$ cat src/rtl/alu_operand_sequencer.sv
// Collects A, B, opcode as byte beats, drives registered operands to a comb ALU, returns the registered result.
// Latency: opcode beat accepted in cycle N, out_valid in cycle N+2; min period 5 cycles (4 with ACCUM_CHAIN_EN chaining).
// Backpressure: in_ready low while a result is pending; one result held until out_ready. Optional macro: ACCUM_CHAIN_EN.
module alu_operand_sequencer #(
  parameter int WIDTH = 8,
  parameter int OP_W  = 3,
  parameter int CNT_W = 8
) (
  input  logic             clk,
  input  logic             rst_n,
  input  logic [WIDTH-1:0] in_data,
  input  logic             in_valid,
  output logic             in_ready,
  input  logic             abort,
  output logic [WIDTH-1:0] alu_a,
  output logic [WIDTH-1:0] alu_b,
  output logic [OP_W-1:0]  alu_op,
  input  logic [WIDTH-1:0] alu_result,
  output logic [WIDTH-1:0] out_data,
  output logic             out_valid,
  input  logic             out_ready,
  output logic             busy,
  output logic [CNT_W-1:0] done_count
);

  typedef enum logic [2:0] {S_A, S_B, S_OP, S_EXEC, S_OUT} state_t;

  state_t state_q, state_d;
  logic   beat_acc;
  logic   out_hs;

  assign beat_acc = in_valid & in_ready;
  // Abort does not suppress a result handshake that lands in the same cycle.
  assign out_hs   = (state_q == S_OUT) & out_valid & out_ready;

  always_comb begin
    state_d  = state_q;
    in_ready = 1'b0;
    busy     = (state_q != S_A);
    unique case (state_q)
      S_A: begin
        in_ready = ~abort;
        if (beat_acc) state_d = S_B;
      end
      S_B: begin
        in_ready = ~abort;
        if (beat_acc) state_d = S_OP;
      end
      S_OP: begin
        in_ready = ~abort;
        if (beat_acc) state_d = S_EXEC;
      end
      S_EXEC: state_d = S_OUT;
      S_OUT: begin
`ifdef ACCUM_CHAIN_EN
        if (out_ready) state_d = S_B;
`else
        if (out_ready) state_d = S_A;
`endif
      end
      default: state_d = S_A;
    endcase
    if (abort) state_d = S_A;
  end

  always_ff @(posedge clk or negedge rst_n) begin
    if (!rst_n) begin
      state_q    <= S_A;
      alu_a      <= '0;
      alu_b      <= '0;
      alu_op     <= '0;
      out_data   <= '0;
      out_valid  <= 1'b0;
      done_count <= '0;
    end else begin
      state_q <= state_d;
      if (beat_acc) begin
        unique case (state_q)
          S_A:     alu_a  <= in_data;
          S_B:     alu_b  <= in_data;
          S_OP:    alu_op <= in_data[OP_W-1:0];
          default: ;
        endcase
      end
      if ((state_q == S_EXEC) && !abort) begin
        out_data  <= alu_result;
        out_valid <= 1'b1;
      end
      if (out_hs) begin
        out_valid  <= 1'b0;
        done_count <= done_count + CNT_W'(1);
`ifdef ACCUM_CHAIN_EN
        // Previous result becomes operand A unless the chain is being cancelled.
        if (!abort) alu_a <= out_data;
`endif
      end
      if (abort) out_valid <= 1'b0;
    end
  end

endmodule

$ cat config.mk
export PLATFORM = sky130hd
export DESIGN_NAME = alu_operand_sequencer
export DESIGN_NICKNAME = d
export VERILOG_FILES = /design/src/rtl/alu_operand_sequencer.sv
export SDC_FILE = /design/constraint.sdc
export NUM_CORES = 1
export LEC_CHECK = 0
export CAP_MARGIN = 20
export CORE_ASPECT_RATIO = 0.6
export CORE_MARGIN = 1.5
export CORE_UTILIZATION = 44
export DETAILED_ROUTE_END_ITERATION = 7
export GPL_ROUTABILITY_DRIVEN = 0
export GPL_TIMING_DRIVEN = 0
export PLACE_DENSITY = 0.88
export RECOVER_POWER = 100
export SLEW_MARGIN = 10
export SYNTH_ARGS = -nofsm -noshare
export SYNTH_HDL_FRONTEND = slang
export SYNTH_SLANG_ARGS = --single-unit
$ cat constraint.sdc
create_clock -name clk -period 1.8 [get_ports clk]
set_input_delay 0.27 -clock clk [delete_from_list [all_inputs] [get_ports clk]]
set_output_delay 0.27 -clock clk [all_outputs]
set_load 0.05 [all_outputs]
; Word-level counts from Yosys, hierarchy flattened
; Cells that the tools add are included.
[op_classes]
add_sub_neg = 1
eq_ne = 8
n_mux = 10
bitwise_logic = 4
reduce_logical = 10
[ops]
columns = operator, count
row1 = 2-to-1 mux 3 bit, 5
row2 = case mux 3 bit (5 select lines), 1
row3 = "!= test 3 bit, second input constant", 4
row4 = "adder 8 x 1 -> 8 bit, second input constant", 1
row5 = "equality test 3 x 2 -> 1 bit, second input constant", 2
row6 = AND reduction 2 bit, 3
row7 = nonzero test 3 bit, 2
row8 = 2-to-1 mux 1 bit, 4
row9 = AND reduction 4 bit, 1
row10 = AND 1 bit, 3
row11 = "equality test 3 x 1 -> 1 bit, second input constant", 1
row12 = "equality test 3 bit, second input constant", 1
row13 = logical NOT 3 bit, 1
row14 = OR reduction 3 bit, 1
row15 = logical AND 1 bit, 1
row16 = logical NOT 1 bit, 1
row17 = inverter 1 bit, 1
[totals]
regBits = 39
inputBits = 21
out_inout_bits = 38

; Depth between registers and ports, before layout
; Gate-level depths: netlist (run 1).
[depth]
depth_word = 7
depth_mapped = 4
mapped_depth_nobuf = 4

; Least setup slack after synthesis (run 1)
; Ideal clock, no wire load.
[synth_path]
path_type = register -> output
startpoint = register state_q[2]
endpoint = output in_ready
arrival_time_ps = 1770
t_required_ps = 1530
path_slack_ps = -240
path_stages_with_launch = 3
path_buffers = 1
path_cell_list = dfrtp_1 clkbuf_1 a211oi_1
[synth_between]
elab_chain_cells = 3
elab_cells_between_ends = 5
[synth_rtl]
columns = element, line_no
row1 = from (decl), 28  ; state_t state_q, state_d;
row2 = from (signal assigned), 76  ; state_q <= state_d;
row3 = equality test 3 x 2 -> 1 bit (tied with other cells), 40  ; unique case (state_q)
row4 = OR reduction 3 bit (no source line) *, --
row5 = 2-to-1 mux 1 bit *, --
row6 = to (decl), 13  ; output logic in_ready,
; Every way passes the cells marked *; elsewhere a longest branch is shown, timed or not.

; Worst setup path in the final report (run 1)
[layout_path]
startpoint = input abort
endpoint = register out_data[3]
[layout_between]
elab_chain_cells = 2
[layout_rtl]
columns = element, line_no
row1 = from (decl), 14  ; input logic abort,
row2 = logical NOT 1 bit, 85  ; if ((state_q == S_EXEC) && !abort) begin
row3 = logical AND 1 bit, 85
row4 = to (signal assigned), 86  ; out_data <= alu_result;
row5 = to (decl), 19  ; output logic [WIDTH-1:0] out_data,
; Every way passes these cells.
; A chain may end at the register's enable or synchronous reset.

==> impl_summary.md, run 1 <==
Logic synthesis
For this run, the number of Yosys warnings is 0. The most used flip-flop cell after synthesis is sky130_fd_sc_hd__dfrtp_1. Synthesis inferred 39 register bits. The biggest area contributor in the post-synthesis netlist is sky130_fd_sc_hd__dfrtp_1.

The number of nets handed over by synthesis was 138. The synthesized design devotes to its leading area cell type 58.5% of total area. The fraction of registers with async set/reset is 100%.

The leading cell type by number of instances after synthesis is sky130_fd_sc_hd__dfrtp_1. In the synthesized netlist, the cells that appear most often are sky130_fd_sc_hd__dfrtp_1, sky130_fd_sc_hd__mux2_2, sky130_fd_sc_hd__mux2_4, sky130_fd_sc_hd__xnor2_1. After synthesis, the netlist uses 29 different library cells. The number of instances in the synthesized netlist is 116. The post-synthesis sequential area ratio is 58.5%. In this run the cell area of the synthesized design comes to 1670 sq um. Counting flops with a built-in enable in the synthesized netlist gives 0.

The average size of a mapped cell is 14.4 sq um. Yosys attributes the largest share of cell area to sky130_fd_sc_hd__dfrtp_1, sky130_fd_sc_hd__mux2_2, sky130_fd_sc_hd__mux2_4.

Worst setup path
The maximum fanout along the worst path is 8. The signal arrival time at the worst endpoint is 1920 ps. Among all stages on the critical path, the largest delay is contributed by sky130_fd_sc_hd__clkdlybuf4s50_1. The sum of buffers and inverters on the critical path is 2.

The critical path launch point type is an input port. The endpoint required time on the critical path is 1960 ps. The delay of the slowest cell on the worst path is 530 ps. The type of destination of the critical path is a flop.

The category of the most critical setup path is input port to flop. The family with the most delay on the worst path is buffers and inverters. Walking the worst path, the cells encountered are clkdlybuf4s50_1 > nor2_1 > and3_4 > clkbuf_2 > mux2_4. The slack of the worst reg-to-reg path is 200 ps.

Finish
0 antenna diodes ended up in the layout. The final layout net count is 202. The share of layout cells above drive strength 1 is 23.8%. Relative to the synthesized area, the layout overhead comes to 39.4%.

Die
The die covers 4180 sq um. The count of boundary I/O pins is 59. The number of rows in the core area is 17. The initial cell density of the core is 45.6%. The region available for standard cell placement spans 3660 sq um.

Measured along the x axis, the die boundary spans 82.5 um. The die span in y is 50.7 um.

Drt
The residual antenna-violating net count after detailed routing is 0. Dividing the detail-routed via count by the number of cells gives 5.24. The detailed router placed 1194 vias in this run. After detailed routing, the average wire length per cell comes to 15.8 um. After the first detailed-routing iteration, the DRC count stood at 72. For this block, the routed nets add up to 3590 um of wire. The first detailed-routing pass took 4 iterations. The residual DRC count is 0.

Global routing
The aggregate global-route resource usage is 18.5%. The total overflow left after global routing is 0. The initial antenna violation count is 0. The via count of the first global-routing pass is 1223.

The first-pass GRT wire length is 5730 um. The maximum number of pins on one net before global-route repair is 40.

Timing
The final-report setup violation count is 0. In this run the tightest slew margin relative to its limit is 37.8%. Setup repair after global routing left no endpoint under its margin.

The number of failing hold endpoints at the final stage is 0. The count of pins over their slew limit is 0. The final critical delay including setup and external delays is 1760 ps. The total negative setup slack is 0 ps.

The fraction of the cycle the final worst path needs is 97.8%. The actual slew at the worst max-slew pin is 932 ps. The clock arrives with 4.23 ps of skew. The achievable clock frequency is 0.568 GHz.

Clock network
The post-CTS setup buffer count is 0. The number of clock buffers added by TritonCTS is 5. The TritonCTS clock tree is built. At the later pin of the worst-skew pair, clock insertion delay measures 280 ps. For this design, the sink count on the clock tree is 39. The clock passes through at most 2 buffers. The hold buffer count at CTS is 0. In this run the clock root is driven by a sky130_fd_sc_hd__clkbuf_8. The H-tree was split into 2 levels. The clock transition at the registers of the reported paths is 70 ps. The post-cts sizing count is 12.

Run status
The run finished with clean final reports.

Flow run
The tool flagged a number of max-cap violations equal to 0.

Pwr
The peak ir drop on the vdd network is 816 uV. The total power is 2.94 mW. The power density normalized to cell area is 1260 nW/um^2.

The leakage power summed over all cells is 1.05 nW.

Hold path
The path category of the worst min-delay check is input port to asynchronous set/reset pin.

Place
Once detailed placement completed, the half-perimeter wirelength came to 2670 um. Input and output buffers added on the ports amount to 57.
==> cells by family (layout without fill, tap and decap cells) <==
logic type                 after synthesis  count (layout)  share of synthesized area [%]
xor gates and xnor gates                 7               7                           3.67
and+or+nand+nor                         27              27                           10.9
AOI/OAI and AO/OA                        6               6                           2.25
DFF                                     39              39                           58.5
adders and majority gates                1               1                          0.750
muxes                                   29              29                           21.3
buffers and inverters                    7              72                           2.70
==> worst register-to-register path, stage by stage, from the launching register on <==
cell and delay (ps):
sky130_fd_sc_hd__dfrtp_1 420, sky130_fd_sc_hd__nor2_1 240, sky130_fd_sc_hd__and3_4 210, sky130_fd_sc_hd__clkbuf_2 280, sky130_fd_sc_hd__mux2_4 340
==> routing by layer <==
metal  routed length (um)  track usage (%)  vias to the layer above
met5                    0                0                        -
li1                     -                -                      544
met4                    9             4.72                        0
met2                 1760             29.0                       44
met3                  226             5.64                        2
met1                 1590             24.9                      604
==> per-stage QoR <==
stage                     area [sq um]  std cells  worst slack (ps)  util, %  hold slack (ps)
after floorplan                   1670        116               242        -            -25.6
after global placement            2300        220              -364     63.0              460
after detailed placement          2300        220              -357     62.8              426
after CTS                         2370        228              1.19     64.8              120
after global routing              2330        228              7.39     63.6              192
final                             2330        228              40.2     63.6              126
==> placed cells by master, fill, tap and decap left out, types with 2 or more instances in the layout <==
cell	instances
sky130_fd_sc_hd__a21oi_1	3
sky130_fd_sc_hd__and2b_1	2
sky130_fd_sc_hd__clkbuf_1	7
sky130_fd_sc_hd__clkbuf_2	3
sky130_fd_sc_hd__clkbuf_8	5
sky130_fd_sc_hd__clkdlybuf4s50_1	46
sky130_fd_sc_hd__dfrtp_1	39
sky130_fd_sc_hd__dlygate4sd2_1	4
sky130_fd_sc_hd__inv_1	2
sky130_fd_sc_hd__mux2_2	20
sky130_fd_sc_hd__mux2_4	8
sky130_fd_sc_hd__nand2_1	2
sky130_fd_sc_hd__nand3_1	6
sky130_fd_sc_hd__nand4_1	4
sky130_fd_sc_hd__nor3_1	2
sky130_fd_sc_hd__nor4_1	2
sky130_fd_sc_hd__xnor2_1	5
sky130_fd_sc_hd__xor2_1	2
==> report_power, final <==
| group | switching [mW] | leakage [nW] | internal, mW |
|---|---|---|---|
| registers | 0.0911 | 0.500 | 1.05 |
| clock network | 0.271 | 0.0422 | 0.272 |
| logic | 0.791 | 0.503 | 0.472 |
| total | 1.15 | 1.05 | 1.79 |
==> worst paths after layout <==
| check | from | end | depth (start not counted) |
|---|---|---|---|
| max in group asynchronous | rst_n | out_data[6] | 1 |
| hold reg to reg | done_count[7] | done_count[7] | 1 |
| setup reg to reg | state_q[2] | out_data[3] | 4 |
| hold / removal | rst_n | alu_b[4] | 1 |
| setup / recovery | abort | out_data[3] | 5 |
| min in group clk | in_valid | state_q[1] | 3 |
==> layout make-up <==
class,count,area [sq um]
inverter,2,7.51
buffer,5,31.3
sequential,39,976
clock inverter,1,5.00
clock buffer,7,76.3
timing repair buffer,57,532
fill,284,1330
tap,47,58.8
multi-input combinational,70,641
==> state kept, by name, indices dropped and copies added (netlist names) <==
name	cells
done_count	8
state_q	3
out_valid	1
alu_op	3
alu_b	8
alu_a	8
out_data	8
Note: power is estimated with default switching activity, not from simulation.
==> run 2: changes to the inputs <==
Settings changed: CTS_CLUSTER_DIAMETER set to 50.
==> results of run 2 <==
The final DEF is identical to that of run 1; final timing and power are the same.
==> run 3: changes to the inputs <==
Settings changed: SKIP_LAST_GASP set to 1.
==> results of run 3 <==
The final DEF is identical to that of run 1; final timing and power are the same.
Main changes from that run: number of gates resized after CTS 12 -> 10; wire length of the first global-routing pass 5730 um -> 5760 um; via count of the first global-routing pass 1223 -> 1233; met1 usage 24.9% -> 25.1%; met2 usage 29.0% -> 29.1%
